`config.mk`:
```
export PLATFORM = sky130hd
export DESIGN_NAME = ml_layer_sequencer
export DESIGN_NICKNAME = d
export VERILOG_FILES = /design/src/rtl/ml_pkg.sv /design/src/rtl/ml_mac.sv /design/src/rtl/ml_layer_sequencer.sv
export SDC_FILE = /design/constraint.sdc
export NUM_CORES = 1
export LEC_CHECK = 0
export CAP_MARGIN = 5
export CORE_ASPECT_RATIO = 1.4
export CORE_UTILIZATION = 60
export CTS_BUF_LIST = sky130_fd_sc_hd__clkbuf_16
export DETAILED_ROUTE_END_ITERATION = 16
export PLACE_DENSITY = 0.82
export RECOVER_POWER = 25
export SLEW_MARGIN = 20
export SYNTH_ARGS = -nofsm -noshare
export SYNTH_HDL_FRONTEND = slang
export SYNTH_SLANG_ARGS = --single-unit
```
`constraint.sdc`:
```
create_clock -name usb_clk -period 6.2 [get_ports usb_clk]
set_clock_uncertainty 0.2 [all_clocks]
set_input_delay 0.62 -clock usb_clk [delete_from_list [all_inputs] [get_ports usb_clk]]
set_output_delay 0.62 -clock usb_clk [all_outputs]
set_load 0.03 [all_outputs]
```
`src/rtl/ml_pkg.sv`:
```
// Shared types and helpers for the ML layer sequencer: FSM state encoding,
// address-width sizing and a width-generic signed saturation.
package ml_pkg;

  typedef enum logic [2:0] {
    IDLE,
    BIAS,
    MAC,
    FLUSH,
    WRITE,
    DONE
  } state_t;

  localparam int SAT_W = 64;

  // A memory of depth 1 still needs a one-bit address port.
  function automatic int addr_w(input int depth);
    return (depth > 1) ? $clog2(depth) : 1;
  endfunction

  function automatic logic signed [SAT_W-1:0] saturate(input logic signed [SAT_W-1:0] val,
                                                       input int width);
    logic signed [SAT_W-1:0] max_v;
    logic signed [SAT_W-1:0] min_v;
    max_v = (64'sd1 <<< (width - 1)) - 64'sd1;
    min_v = -(64'sd1 <<< (width - 1));
    if (val > max_v) return max_v;
    if (val < min_v) return min_v;
    return val;
  endfunction

endpackage

```
`src/rtl/ml_mac.sv`:
```
// Shared multiply-accumulate datapath: bias load, signed accumulate, shift and saturate.
// Optional ReLU on the output when ML_RELU_EN is defined.
module ml_mac
  import ml_pkg::*;
#(
  parameter int pDATA_W = 8,
  parameter int pACC_W  = 20,
  parameter int pSHIFT  = 0
) (
  input  logic               usb_clk,
  input  logic               rst,
  input  logic               load_bias,
  input  logic               accumulate,
  input  logic [pDATA_W-1:0] b_data,
  input  logic [pDATA_W-1:0] in_data,
  input  logic [pDATA_W-1:0] w_data,
  output logic [pDATA_W-1:0] result
);

  logic signed [2*pDATA_W-1:0] product;
  logic signed [pACC_W-1:0]    acc;
  logic signed [pACC_W-1:0]    shifted;
  logic signed [SAT_W-1:0]     wide;
  logic signed [SAT_W-1:0]     sat;

  // Operands are sign-extended first so the low half of the product is the exact signed product.
  assign product = $signed({{pDATA_W{in_data[pDATA_W-1]}}, in_data}) *
                   $signed({{pDATA_W{w_data[pDATA_W-1]}}, w_data});

  always_ff @(posedge usb_clk or posedge rst) begin
    if (rst) begin
      acc <= '0;
    end else if (load_bias) begin
      acc <= {{(pACC_W-pDATA_W){b_data[pDATA_W-1]}}, b_data};
    end else if (accumulate) begin
      acc <= acc + {{(pACC_W-2*pDATA_W){product[2*pDATA_W-1]}}, product};
    end
  end

  assign shifted = acc >>> pSHIFT;
  assign wide    = {{(SAT_W-pACC_W){shifted[pACC_W-1]}}, shifted};
  assign sat     = saturate(wide, pDATA_W);

`ifdef ML_RELU_EN
  assign result = shifted[pACC_W-1] ? '0 : pDATA_W'(sat);
`else
  assign result = pDATA_W'(sat);
`endif

endmodule

```
`src/rtl/ml_layer_sequencer.sv`:
```
// Sequences one fully-connected layer over the shared ml_mac datapath and writes
// one saturated result per output neuron. Output ReLU selected by ML_RELU_EN.
module ml_layer_sequencer
  import ml_pkg::*;
#(
  parameter int pINPUTCNT  = 4,
  parameter int pOUTPUTCNT = 4,
  parameter int pDATA_W    = 8,
  parameter int pACC_W     = 20,
  parameter int pSHIFT     = 0,
  localparam int IN_AW     = addr_w(pINPUTCNT),
  localparam int W_AW      = addr_w(pINPUTCNT * pOUTPUTCNT),
  localparam int OUT_AW    = addr_w(pOUTPUTCNT)
) (
  input  logic               usb_clk,
  input  logic               rst,
  input  logic               start,
  input  logic               abort,
  output logic               busy,
  output logic               done,
  output logic               trigger,
  output logic [IN_AW-1:0]   in_addr,
  input  logic [pDATA_W-1:0] in_data,
  output logic [W_AW-1:0]    w_addr,
  input  logic [pDATA_W-1:0] w_data,
  output logic [OUT_AW-1:0]  b_addr,
  input  logic [pDATA_W-1:0] b_data,
  output logic               res_we,
  output logic [OUT_AW-1:0]  res_addr,
  output logic [pDATA_W-1:0] res_data
);

  state_t            state;
  logic [IN_AW-1:0]  i;
  logic [OUT_AW-1:0] o;
  logic              we_q;
  logic              load_bias;
  logic              accumulate;
  logic [W_AW-1:0]   w_base;

  // Read data lags its address by one cycle, so the MAC datapath works one index behind.
  assign load_bias  = (state == MAC) && (i == '0);
  assign accumulate = ((state == MAC) && (i != '0)) || (state == FLUSH);
  assign w_base     = W_AW'(o) * W_AW'(pINPUTCNT);
  assign res_we     = we_q & ~abort;
  assign trigger    = busy;

  always_ff @(posedge usb_clk or posedge rst) begin
    if (rst) begin
      state    <= IDLE;
      busy     <= 1'b0;
      done     <= 1'b0;
      we_q     <= 1'b0;
      i        <= '0;
      o        <= '0;
      in_addr  <= '0;
      w_addr   <= '0;
      b_addr   <= '0;
      res_addr <= '0;
    end else if (abort && (state inside {BIAS, MAC, FLUSH, WRITE})) begin
      state <= IDLE;
      busy  <= 1'b0;
      we_q  <= 1'b0;
    end else begin
      unique case (state)
        IDLE: begin
          if (start && !abort) begin
            state  <= BIAS;
            busy   <= 1'b1;
            o      <= '0;
            b_addr <= '0;
          end
        end
        BIAS: begin
          state   <= MAC;
          i       <= '0;
          in_addr <= '0;
          w_addr  <= w_base;
        end
        MAC: begin
          if (i == IN_AW'(pINPUTCNT - 1)) begin
            state <= FLUSH;
          end else begin
            i       <= i + IN_AW'(1);
            in_addr <= i + IN_AW'(1);
            w_addr  <= w_base + W_AW'(i) + W_AW'(1);
          end
        end
        FLUSH: begin
          state    <= WRITE;
          we_q     <= 1'b1;
          res_addr <= o;
        end
        WRITE: begin
          we_q <= 1'b0;
          if (o == OUT_AW'(pOUTPUTCNT - 1)) begin
            state <= DONE;
            busy  <= 1'b0;
            done  <= 1'b1;
          end else begin
            state  <= BIAS;
            o      <= o + OUT_AW'(1);
            b_addr <= o + OUT_AW'(1);
          end
        end
        DONE: begin
          state <= IDLE;
          done  <= 1'b0;
        end
        default: state <= IDLE;
      endcase
    end
  end

  ml_mac #(
    .pDATA_W(pDATA_W),
    .pACC_W (pACC_W),
    .pSHIFT (pSHIFT)
  ) u_mac (
    .usb_clk   (usb_clk),
    .rst       (rst),
    .load_bias (load_bias),
    .accumulate(accumulate),
    .b_data    (b_data),
    .in_data   (in_data),
    .w_data    (w_data),
    .result    (res_data)
  );

endmodule

```
==> results of run 1 <==
final cells by class:
class / instances / area [um2]
Clock buffer: 5 / 125.1
Clock inverter: 3 / 16.27
Fill cell: 471 / 1385
Inverter: 98 / 370.4
Multi-Input combinational cell: 456 / 4168
Sequential cell: 34 / 850.8
Tap cell: 102 / 127.6
Timing Repair Buffer: 145 / 1204
timing repair:
item                                    4_1_cts  5_1_grt
gates resized for setup                      53      106
setup buffers                                 7        8
hold endpoints to repair                      0        0
hold buffers                                  0        0
pin swaps                                    27       46
endpoints found under the setup margin        7        9
how the worst min path moves through the flow:
stage,to,slack (ns),startpoint
floorplan,state[1]$_DFFE_PP0P_,0.25,state[2]$_DFFE_PP0P_
global placement,res_addr[1]$_DFFE_PP0P_,0.29,res_addr[1]$_DFFE_PP0P_
detailed placement,res_addr[0]$_DFFE_PP0P_,0.30,res_addr[0]$_DFFE_PP0P_
CTS,res_addr[0]$_DFFE_PP0P_,0.32,res_addr[0]$_DFFE_PP0P_
global route,w_addr[2]$_DFFE_PP0P_,0.35,w_addr[2]$_DFFE_PP0P_
finish,res_addr[0]$_DFFE_PP0P_,0.32,res_addr[0]$_DFFE_PP0P_
synthesized netlist by cell type (2+ instances only):
master / instances
a22oi_1: 2
a21oi_1: 39
o31ai_1: 2
buf_4: 3
a311o_1: 2
o21ai_0: 10
o21bai_1: 5
ha_1: 54
o21a_1: 9
nor2_1: 33
xor2_1: 7
nand3_1: 7
clkbuf_1: 11
o211ai_1: 4
and3_1: 4
or3_1: 3
a211oi_1: 7
inv_1: 98
nand2_1: 50
nand2b_1: 5
nor2b_1: 10
nor4_1: 3
nor3_1: 9
a21o_1: 8
o41ai_1: 2
mux2_2: 4
xnor2_1: 24
dfrtp_1: 34
fa_1: 56
and2_1: 48
nand4_1: 6
a31oi_1: 8
o21ai_1: 19
worst max-delay path, cell delays in order:
cell and delay, ns:
clkbuf_4 0.16, buf_4 0.14, and2_1 0.13, fa_2 0.19
inv_2 0.04, fa_1 0.53, inv_1 0.05, ha_1 0.29
inv_1 0.07, fa_1 0.52, inv_2 0.06, fa_2 0.41
a21o_1 0.23, a21oi_4 0.23, o21bai_4 0.09, a21oi_2 0.20
o21bai_2 0.11, a21oi_4 0.20, xnor2_2 0.14, ha_1 0.30
a21oi_2 0.20, nand2_2 0.08, a2111oi_4 0.33, o211ai_2 0.15
o41ai_2 0.38, xnor2_1 0.14, or3_1 0.38, nand3_1 0.07
through the flow:
step | utilization | hold WS [ns]
global placement | 0.7683 | 0.2934
global route | 0.8320 | 0.3450
detailed placement | 0.7683 | 0.3026
finish | 0.8320 | 0.3153
CTS | 0.8081 | 0.3233
floorplan | - | 0.2519
layer usage:
layer / part of all wire / vias up / global-route usage
li1: - / 2264 / -
met1: 0.35 / 2414 / 0.3376
met2: 0.55 / 214 / 0.6322
met3: 0.041 / 74 / 0.05328
met4: 0.058 / 0 / 0.2321
met5: 0 / - / 0
state kept, by name, summed over array words and instances, names as in the netlist:
| signal | cells |
|---|---|
| state | 3 |
| done | 1 |
| o | 2 |
| w_addr | 4 |
| we_q | 1 |
| u_mac.acc | 20 |
| busy | 1 |
| res_addr | 2 |
logic make-up (layout without fill, tap and decap cells):
family                     Yosys count  in the layout  share of synthesized area
AOI/OAI and AO/OA                  127            127                     0.1613
xor gates and xnor gates            31             31                    0.05256
adders and majority gates          110            110                     0.3478
buffers and inverters              112            251                    0.08355
DFF                                 34             34                     0.1647
muxes                                4              4                   0.008718
and+or+nand+nor                    184            184                     0.1814
layout by cell type (no fill, tap or decap), types with 5 or more instances in the layout:
master and n:
a211oi_1 7, fa_1 53, nor2_1 31, nor2b_1 10, xor2_1 7, nand2_1 45, nand2_2 5, o21ai_1 18
a21oi_2 7, dfrtp_1 34, buf_4 92, buf_6 9, nor3_1 9, ha_1 43, and2_1 33, nand4_1 6
o21a_1 9, nand3_1 6, ha_4 8, a21o_1 8, and2_4 16, a31oi_1 7, clkbuf_2 5, a21oi_1 30
inv_1 83, xnor2_1 22, o21ai_0 10, clkdlybuf4s50_1 32, clkbuf_16 5, inv_2 14
==> metrics.txt, run 1 <==
# TYPE chip_impl_metric gauge
chip_impl_info{name="run_status",value="complete, but fails checks"} 1
chip_impl_info{name="violations",value="max-capacitance violations, max-slew violations, negative setup slack"} 1
chip_impl_metric{name="synth_async_sr_flop_share",unit=""} 1.000
chip_impl_metric{name="drcViolationCount",unit=""} 0
chip_impl_metric{name="dpl-instance-area",unit="um2"} 6336
chip_impl_metric{name="die_h",unit="um"} 111.8
chip_impl_metric{name="cp.required",unit="ns"} 6.22
chip_impl_metric{name="antenna_found_initial",unit=""} 0
chip_impl_info{name="cts.root.buffer_cell",value="clkbuf_16"} 1
chip_impl_metric{name="clock_latency",unit="ns"} 0.28
chip_impl_metric{name="cts.clk_slew.worst_paths",unit="ns"} 0.05
chip_impl_metric{name="syn2layout_area_growth",unit="%"} 32.82
chip_impl_metric{name="synth_nets",unit=""} 740
chip_impl_metric{name="final_layout_size_suffix_gt1_frac",unit=""} 0.2713
chip_impl_info{name="synth_top_area_cell",value="fa_1"} 1
chip_impl_metric{name="initialDrtViolationCount",unit=""} 240
chip_impl_info{name="tritoncts_clock_tree",value="done"} 1
chip_impl_metric{name="remaining_number_of_nets_flagged_by_the_antenna_check_after_routing",unit=""} 0
chip_impl_metric{name="worstRegToRegCells",unit=""} 10
chip_impl_metric{name="io_pins",unit=""} 50
chip_impl_metric{name="preCtsSetupSlack",unit="ns"} -0.8054
chip_impl_metric{name="core.rowCount",unit=""} 39
chip_impl_info{name="start_kind",value="input port"} 1
chip_impl_metric{name="place.gp.congestion",unit=""} 0.9801
chip_impl_metric{name="crit_fanout",unit=""} 6
chip_impl_metric{name="tns",unit="ns"} -0.4641
chip_impl_metric{name="crit_arrival",unit="ns"} 6.46
chip_impl_metric{name="finalWirelength",unit="um"} 15180
chip_impl_info{name="endpoint_kind",value="register"} 1
chip_impl_metric{name="clk_path_buf_depth",unit=""} 2
chip_impl_metric{name="antenna_cells",unit=""} 0
chip_impl_metric{name="final_report_setup_violation_count",unit=""} 6
chip_impl_metric{name="timing.final.crit_period",unit="ns"} 6.438
chip_impl_metric{name="min_period_over_period",unit=""} 1.038
chip_impl_metric{name="grt_pass1_vias",unit=""} 5474
chip_impl_metric{name="nets",unit=""} 878
chip_impl_metric{name="timing_hold_violations_final",unit=""} 0
chip_impl_metric{name="final_cell_count_no_fill",unit=""} 843
chip_impl_metric{name="hold_depth",unit=""} 1
chip_impl_metric{name="gr-total-overflow",unit=""} 0
chip_impl_metric{name="via_count",unit=""} 4966
chip_impl_metric{name="yosys_register_bits",unit=""} 34
chip_impl_metric{name="ys_types",unit=""} 49
chip_impl_metric{name="postLayoutCellArea",unit="um2"} 6862
chip_impl_metric{name="timing_worst_slew_pin_value",unit="ns"} 1.807
chip_impl_info{name="worst_setup_path_endpoint",value="u_mac.acc[19]$_DFFE_PP0P_"} 1
chip_impl_info{name="unrepaired_setup_endpoints_after_global_routing",value="true"} 1
chip_impl_metric{name="die-area",unit="um2"} 8991
chip_impl_metric{name="max_freq",unit="MHz"} 155.3
chip_impl_metric{name="synth-edff-count",unit=""} 0
chip_impl_metric{name="syn_inst",unit=""} 602
chip_impl_metric{name="avgViaCountPerCell",unit=""} 5.891
chip_impl_metric{name="grt_first_pass_wirelength",unit="um"} 24180
chip_impl_metric{name="die_width",unit="um"} 80.43
chip_impl_info{name="synth-main-ff-cell",value="dfrtp_1"} 1
chip_impl_metric{name="max_cap_viol_count",unit=""} 1
chip_impl_metric{name="synthesis.area",unit="um2"} 5166
chip_impl_metric{name="placement.io_buffers",unit=""} 49
chip_impl_metric{name="cts_buffer_count",unit=""} 5
chip_impl_metric{name="maxSlewHeadroom",unit=""} -0.2046
chip_impl_metric{name="detailed_place_hpwl",unit="um"} 10910
chip_impl_info{name="synth_top_cells_by_area",value="fa_1, dfrtp_1, ha_1, inv_1, and2_1"} 1
chip_impl_metric{name="synth_largest_type_area_fraction",unit=""} 0.2170
chip_impl_metric{name="worst_slack_setup_final",unit="ns"} -0.2378
chip_impl_metric{name="grt_start_max_net_pins",unit=""} 35
chip_impl_metric{name="final-max-slew-violation-count",unit=""} 35
chip_impl_metric{name="dpl.cell_count",unit=""} 821
chip_impl_metric{name="yosysWarnings",unit=""} 0
chip_impl_metric{name="start_util",unit=""} 0.6265
chip_impl_metric{name="tritoncts_sinks",unit=""} 34
chip_impl_info{name="worst_r2r_startpoint",value="u_mac.acc[0]$_DFFE_PP0P_"} 1
chip_impl_info{name="hp-class",value="register to register"} 1
chip_impl_metric{name="dr.pass1.iters",unit=""} 5
chip_impl_info{name="path_class",value="input port to register"} 1
chip_impl_info{name="timing.critical_path.from",value="in_data[2]"} 1
chip_impl_metric{name="setup.reg_to_reg.worst_slack",unit="ns"} 2.94
chip_impl_metric{name="grt.total_usage",unit=""} 0.3425
chip_impl_metric{name="synth.avg_cell_area",unit="um2"} 8.582
chip_impl_metric{name="wire_per_inst",unit="um"} 18.00
chip_impl_metric{name="sequential_to_total_area_share_from_yosys_stat",unit=""} 0.1647
chip_impl_info{name="regToRegEndpoint",value="u_mac.acc[18]$_DFFE_PP0P_"} 1
chip_impl_metric{name="h-tree-depth",unit=""} 2
chip_impl_metric{name="core_area",unit="um2"} 8247
Power of run 1 is left out: the tool's default activity adds up to more than one toggle a clock period on the data nets, which glitch-free logic cannot reach.
==> inputs of run 2 (changes only) <==
--- a/config.mk
+++ b/config.mk
@@ -10,7 +10,8 @@
 export CORE_UTILIZATION = 60
 export CTS_BUF_LIST = sky130_fd_sc_hd__clkbuf_16
 export DETAILED_ROUTE_END_ITERATION = 16
-export PLACE_DENSITY = 0.82
+export MAX_ROUTING_LAYER = met4
+export PLACE_DENSITY = 0.83
 export RECOVER_POWER = 25
 export SLEW_MARGIN = 20
 export SYNTH_ARGS = -nofsm -noshare
==> run 2 against run 1 <==
Net effect:
- the run ends with max-capacitance violations, max-slew violations left
- flip-flop and latch count is the same
- worst setup slack better by 0.24 ns
- hold slack improved by 0.016 ns
- global-route usage is 0.88 points higher
- first-iteration DRC count increased by 5.0%
- maximum frequency increased by 3.9%
- utilization grew 1.3 points
- clock-buffer cell count unchanged
- largest cell class unchanged
==> metrics.txt, run 2 (synthesis results as in run 1) <==
# TYPE chip_impl_metric gauge
chip_impl_info{name="path_class",value="input port to register"} 1
chip_impl_metric{name="setup.reg_to_reg.worst_slack",unit="ns"} 2.88
chip_impl_metric{name="crit_fanout",unit=""} 5
chip_impl_metric{name="post_cts_hold_buffer_count",unit=""} 0
chip_impl_metric{name="n_fill_cell",unit=""} 457
chip_impl_metric{name="largest_register_ff_count",unit=""} 20
chip_impl_metric{name="min_period_over_period",unit=""} 0.9995
chip_impl_metric{name="io_pins",unit=""} 50
chip_impl_metric{name="drcViolationCount",unit=""} 0
chip_impl_metric{name="max_freq",unit="MHz"} 161.4
chip_impl_metric{name="dr.pass1.iters",unit=""} 5
chip_impl_info{name="largestRegisters",value="u_mac.acc: 20 flops, w_addr: 4 flops, state: 3 flops"} 1
chip_impl_metric{name="final-max-slew-violation-count",unit=""} 35
chip_impl_metric{name="via_count",unit=""} 5022
chip_impl_info{name="endpoint_kind",value="register"} 1
chip_impl_metric{name="worstRegToRegCells",unit=""} 10
chip_impl_metric{name="regArea",unit="um2"} 850.8
chip_impl_metric{name="max_cap_viol_count",unit=""} 1
chip_impl_info{name="tritoncts_clock_tree",value="done"} 1
chip_impl_metric{name="clock_latency",unit="ns"} 0.29
chip_impl_metric{name="gr-total-overflow",unit=""} 0
chip_impl_info{name="cts.root.buffer_cell",value="clkbuf_16"} 1
chip_impl_info{name="violations",value="max-capacitance violations, max-slew violations"} 1
chip_impl_metric{name="nets",unit=""} 882
chip_impl_metric{name="final_report_setup_violation_count",unit=""} 0
chip_impl_metric{name="grt.total_usage",unit=""} 0.3512
chip_impl_info{name="hp-class",value="register to register"} 1
chip_impl_metric{name="tritoncts_sinks",unit=""} 34
chip_impl_metric{name="syn2layout_area_growth",unit="%"} 34.85
chip_impl_info{name="start_kind",value="input port"} 1
chip_impl_metric{name="die_h",unit="um"} 111.8
chip_impl_metric{name="cp.required",unit="ns"} 6.22
chip_impl_metric{name="placement.io_buffers",unit=""} 49
chip_impl_metric{name="final_layout_size_suffix_gt1_frac",unit=""} 0.2711
chip_impl_metric{name="grt_first_pass_wirelength",unit="um"} 24000
chip_impl_metric{name="core.rowCount",unit=""} 39
chip_impl_info{name="min_delay_worst_endpoint",value="res_addr[1]$_DFFE_PP0P_"} 1
chip_impl_metric{name="antenna_found_initial",unit=""} 0
chip_impl_info{name="hp-start",value="res_addr[1]$_DFFE_PP0P_"} 1
chip_impl_info{name="unrepaired_setup_endpoints_after_global_routing",value="true"} 1
chip_impl_metric{name="timing_hold_violations_final",unit=""} 0
chip_impl_metric{name="start_util",unit=""} 0.6265
chip_impl_info{name="most_flops_register",value="u_mac.acc"} 1
chip_impl_metric{name="core_area",unit="um2"} 8247
chip_impl_metric{name="crit_arrival",unit="ns"} 6.22
chip_impl_info{name="final_common_cell",value="buf_4"} 1
chip_impl_metric{name="final_util",unit=""} 0.8448
chip_impl_metric{name="timing.final.crit_period",unit="ns"} 6.197
chip_impl_metric{name="timing_worst_slew_pin_value",unit="ns"} 1.917
chip_impl_metric{name="finalWirelength",unit="um"} 15470
chip_impl_metric{name="clk_path_buf_depth",unit=""} 2
chip_impl_metric{name="die_width",unit="um"} 80.43
chip_impl_metric{name="avgViaCountPerCell",unit=""} 5.929
chip_impl_metric{name="cts.clk_slew.worst_paths",unit="ns"} 0.05
chip_impl_metric{name="initialDrtViolationCount",unit=""} 252
chip_impl_metric{name="cts_buffer_count",unit=""} 5
chip_impl_info{name="worst_r2r_startpoint",value="u_mac.acc[0]$_DFFE_PP0P_"} 1
chip_impl_metric{name="place.gp.congestion",unit=""} 0.9403
chip_impl_metric{name="detailed_place_hpwl",unit="um"} 10670
chip_impl_metric{name="maxSlewHeadroom",unit=""} -0.2780
chip_impl_info{name="run_status",value="complete, but fails checks"} 1
chip_impl_metric{name="grt_pass1_vias",unit=""} 5463
chip_impl_metric{name="antenna_cells",unit=""} 0
chip_impl_metric{name="wire_per_inst",unit="um"} 18.26
chip_impl_metric{name="remaining_number_of_nets_flagged_by_the_antenna_check_after_routing",unit=""} 0
chip_impl_metric{name="area_of_the_multi_input_gates",unit="um2"} 4200
chip_impl_metric{name="h-tree-depth",unit=""} 2
chip_impl_info{name="regToRegEndpoint",value="u_mac.acc[18]$_DFFE_PP0P_"} 1
chip_impl_metric{name="die-area",unit="um2"} 8991
chip_impl_metric{name="hold_depth",unit=""} 1
chip_impl_metric{name="grt_start_max_net_pins",unit=""} 35
chip_impl_info{name="layout.cells.most_common_list",value="buf_4, inv_1, fa_1"} 1
## run 2: cell count changes in the layout (fill, tap and decap cells not counted), sizes merged
cell	before	now
clkbuf	14	7
bufinv	0	2
clkinvlp	1	0
clkinv	2	1
buf	103	114
## run 2: critical path: stages
cell and delay [ns]:
buf_2 0.12, buf_6 0.14, and2_1 0.16, fa_1 0.50, ha_1 0.29, inv_1 0.05
fa_1 0.53, fa_1 0.54, inv_1 0.08, ha_4 0.24, a21o_1 0.22, a21oi_4 0.16
o21bai_1 0.09, a21oi_2 0.17, o21bai_1 0.11, a21oi_2 0.18, xnor2_1 0.15, ha_1 0.29
a21oi_2 0.22, nand2_2 0.09, a2111oi_4 0.22, o211ai_2 0.19, o41ai_4 0.28, xnor2_1 0.15
or3_1 0.36, nand3_1 0.07
## run 2: through the flow
stage	setup TNS [ns]	setup slack (ns)	area (um2)	std cells	hold WS [ns]
6_report	0	0.003361	6967	847	0.3311
4_1_cts	0	0.007691	6700	841	0.3313
3_5_place_dp	-4.130	-0.7429	6366	825	0.3069
5_1_grt	-0.6337	-0.2278	6967	847	0.3455
2_1_floorplan	0	0.01619	5166	602	0.2519
3_3_place_gp	-3.012	-0.5038	6366	825	0.2930
## run 2: routing by layer
metal,track usage,vias up,routed length (um)
met2,0.6412,226,8525
met1,0.3449,2435,5301
met4,0.1893,0,941
met3,0.05164,96,698
li1,-,2265,-
met5,-,-,0
## run 2: worst max-delay path by stage
stage,start,end,slack [ns],cells after the start
after floorplan,in_data[3],u_mac.acc[19]$_DFFE_PP0P_,0.02,25
after detailed placement,in_data[2],u_mac.acc[19]$_DFFE_PP0P_,-0.74,25
after global placement,w_data[6],u_mac.acc[18]$_DFFE_PP0P_,-0.50,23
after CTS,w_data[4],u_mac.acc[19]$_DFFE_PP0P_,0.008,26
after global routing,in_data[4],u_mac.acc[19]$_DFFE_PP0P_,-0.23,26
final,in_data[4],u_mac.acc[19]$_DFFE_PP0P_,0.003,26
## run 2: repair_timing
action | 4_1_cts | 5_1_grt
buffers inserted | 8 | 7
gates cloned | 0 | 0
setup endpoints to repair | 8 | 6
pin swaps | 44 | 56
resized for setup | 96 | 64
## run 2: area by class of cell
cell class / count / area share
Multi-Input combinational cell: 456 / 0.6029
Timing Repair Buffer: 149 / 0.1760
Sequential cell: 34 / 0.1221
Inverter: 98 / 0.05280
Tap cell: 102 / 0.01832
Clock buffer: 5 / 0.01796
Clock inverter: 3 / 0.009878
Power of run 2 is left out for the same reason.
==> edit, RTL diff (settings of run 2) <==
Reset style: synchronous (`rst`), changed in 2 clocked blocks.
--- a/src/rtl/ml_mac.sv
+++ b/src/rtl/ml_mac.sv
@@ -27,7 +27,7 @@
   assign product = $signed({{pDATA_W{in_data[pDATA_W-1]}}, in_data}) *
                    $signed({{pDATA_W{w_data[pDATA_W-1]}}, w_data});
 
-  always_ff @(posedge usb_clk or posedge rst) begin
+  always_ff @(posedge usb_clk) begin
     if (rst) begin
       acc <= '0;
     end else if (load_bias) begin
--- a/src/rtl/ml_layer_sequencer.sv
+++ b/src/rtl/ml_layer_sequencer.sv
@@ -45,7 +45,7 @@
   assign res_we     = we_q & ~abort;
   assign trigger    = busy;
 
-  always_ff @(posedge usb_clk or posedge rst) begin
+  always_ff @(posedge usb_clk) begin
     if (rst) begin
       state    <= IDLE;
       busy     <= 1'b0;
Formal check against the unedited RTL: differs if rst is asserted again (counterexample within 4 cycles, from zero or initial values and one cycle with rst high); with rst held inactive, the same outputs for 4 cycles.
==> edit against run 2 <==
Worst setup slack gained 0.0068 ns. Area after synthesis shrank 1.8%. Sequential cell count is the same. Routed wire length shrank 1.5%. Largest cell class unchanged. Sequential share of layout area shrank 2.0 points. Final area shrank 4.5%. Final cell count shrank 1.2%. Core utilization shrank 3.3 points. Via count grew 0.60%. First-iteration DRC count grew 58%.
==> edit: results (changes against run 2) <==
[hold_path]
hold_path_depth = 2  ; +1
hold_path_end = done
hold_class = register to register
min-delay-start = done

[placed_design]
place.port_buffers = 49  ; unchanged
place_congestion = 0.9276  ; -1.4%
preCtsSetupSlack_ns = -0.7104  ; +0.03244 ns
place_hpwl_um = 10770  ; +0.97%
dpl_cell_area_mm2 = 0.006182  ; -2.9%
dp_cells = 820  ; -0.61%

[synth]
synth.distinct_cells = 57  ; +16%
ys.flop_type = dfxtp_1
synth-seq-area-share_pct = 13.42  ; -3.1 points
synth_common_cells = 95 x inv_1, 56 x fa_1, 54 x ha_1
synth_area_leaders = fa_1 22%, dfxtp_1 13%, ha_1 13%
async_reset_ff_share_pct = 0  ; -100 points
synthCells = 609  ; +1.2%
ys.warnings.count = 0  ; unchanged
syn_nets = 747  ; +0.95%

[detailed_routing]
drt-met1-wl_um = 5318  ; +0.32%
dr.max_layer_used = met4
wl_per_cell_um = 18.20  ; -0.35%
met3_length_um = 788  ; +13%
met2_length_um = 8509  ; -0.19%
via_per_inst = 6.036  ; +1.8%
firstDrtPassIters = 6  ; +1
drt_iter0_drc = 398  ; +58%

[worst_setup_path]
endpoint = u_mac.acc[19]
cp.arrival_ns = 6.21  ; about the same
reg2reg_depth = 10  ; unchanged
r2r_setup_slack_ns = 3.15  ; +0.27 ns
cp_max_fo = 5  ; unchanged
crit_start = w_data[4]
rr_startpoint = u_mac.acc[0]
r2r-end = u_mac.acc[16]

[global_route]
grt_pass1_vias = 4910  ; -10%
gr-usage-met2_pct = 61.42  ; -2.7 points
antenna_found_initial = 0  ; unchanged
gr-usage-met1_pct = 33.46  ; -1.0 points
grt_first_pass_wirelength_um = 21940  ; -8.6%
track_usage_pct = 32.39  ; -2.7 points
grt_max_degree = 32  ; -8.6%
grtUsageMet3_pct = 2.387  ; -2.8 points

[run_status]
status = finished, final reports clean

[clock_network]
ctsResizeCount = 44  ; -54%
clock-root-buffer = clkbuf_16
cts_setup_buffers = 3  ; -5
htreeDepth = 2  ; unchanged
clk_pin_slew_ns = 0.05  ; about the same
insertion_delay_ns = 0.28

[layout]
fill_cells = 508  ; +11%
drive_above_1_share_pct = 23.67  ; -3.4 points
nets = 872  ; -1.1%
antennaDiodeCount = 0  ; unchanged
instances_no_fill = 837  ; -1.2%

[power]
p_leak_uw = 0.003134
ir_worst_vdd_uv = 498.8

[timing]
slew_headroom_pct = 40.08  ; +68 points
fmax_ghz = 0.1616  ; +0.11%
hold_ws_ns = 0.2884  ; -0.04276 ns

edit: cell count changes after synthesis, moves of 4 or more:
cell / run 2 / this run
dfrtp_1: 34 / 0
dfxtp_1: 0 / 34
o21ai_1: 19 / 1
nand2_1: 50 / 38
nor2_1: 33 / 42
nor3_1: 9 / 16
a21o_1: 8 / 14
o21ai_0: 10 / 16
a2111oi_0: 0 / 4
a311oi_1: 1 / 5
or3_1: 3 / 7
edit: final cells by class:
cell class | instances | area (um2) | area share [%]
Timing Repair Buffer | 135 | 1070 | 16.08
Sequential cell | 34 | 680.7 | 10.23
Clock buffer | 5 | 125.1 | 1.880
Inverter | 95 | 356.6 | 5.359
Clock inverter | 3 | 16.27 | 0.2445
Multi-Input combinational cell | 463 | 4278 | 64.29
Tap cell | 102 | 127.6 | 1.918
edit: cells by family after synthesis:
kind of cell	synth area share, %
compound gates	16.03
xor+xnor	5.351
fa+ha+maj	35.41
buf+inv	8.754
flops	13.42
mux	0.8138
simple gates	20.22
edit: worst max-delay path: stages:
cell       delay (ns)
clkbuf_2         0.13
buf_4            0.16
and2_1           0.17
fa_1             0.50
ha_1             0.29
inv_1            0.06
fa_1             0.51
fa_1             0.55
inv_1            0.08
ha_4             0.22
a21o_1           0.19
a21oi_4          0.17
o21bai_4         0.10
a21oi_4          0.17
o21ai_2          0.09
a2111oi_2        0.37
nand3b_1         0.28
ha_4             0.26
a21oi_2          0.16
o211a_1          0.23
nand3_2          0.10
and3_4           0.18
or4b_1           0.51
nand3_1          0.09
edit: where the power goes:
| part | total (uW) | switching [uW] | internal [uW] |
|---|---|---|---|
| logic | 3740 | 1900 | 1840 |
| registers | 271 | 32.0 | 239 |
| clock network | 240 | 93.8 | 146 |
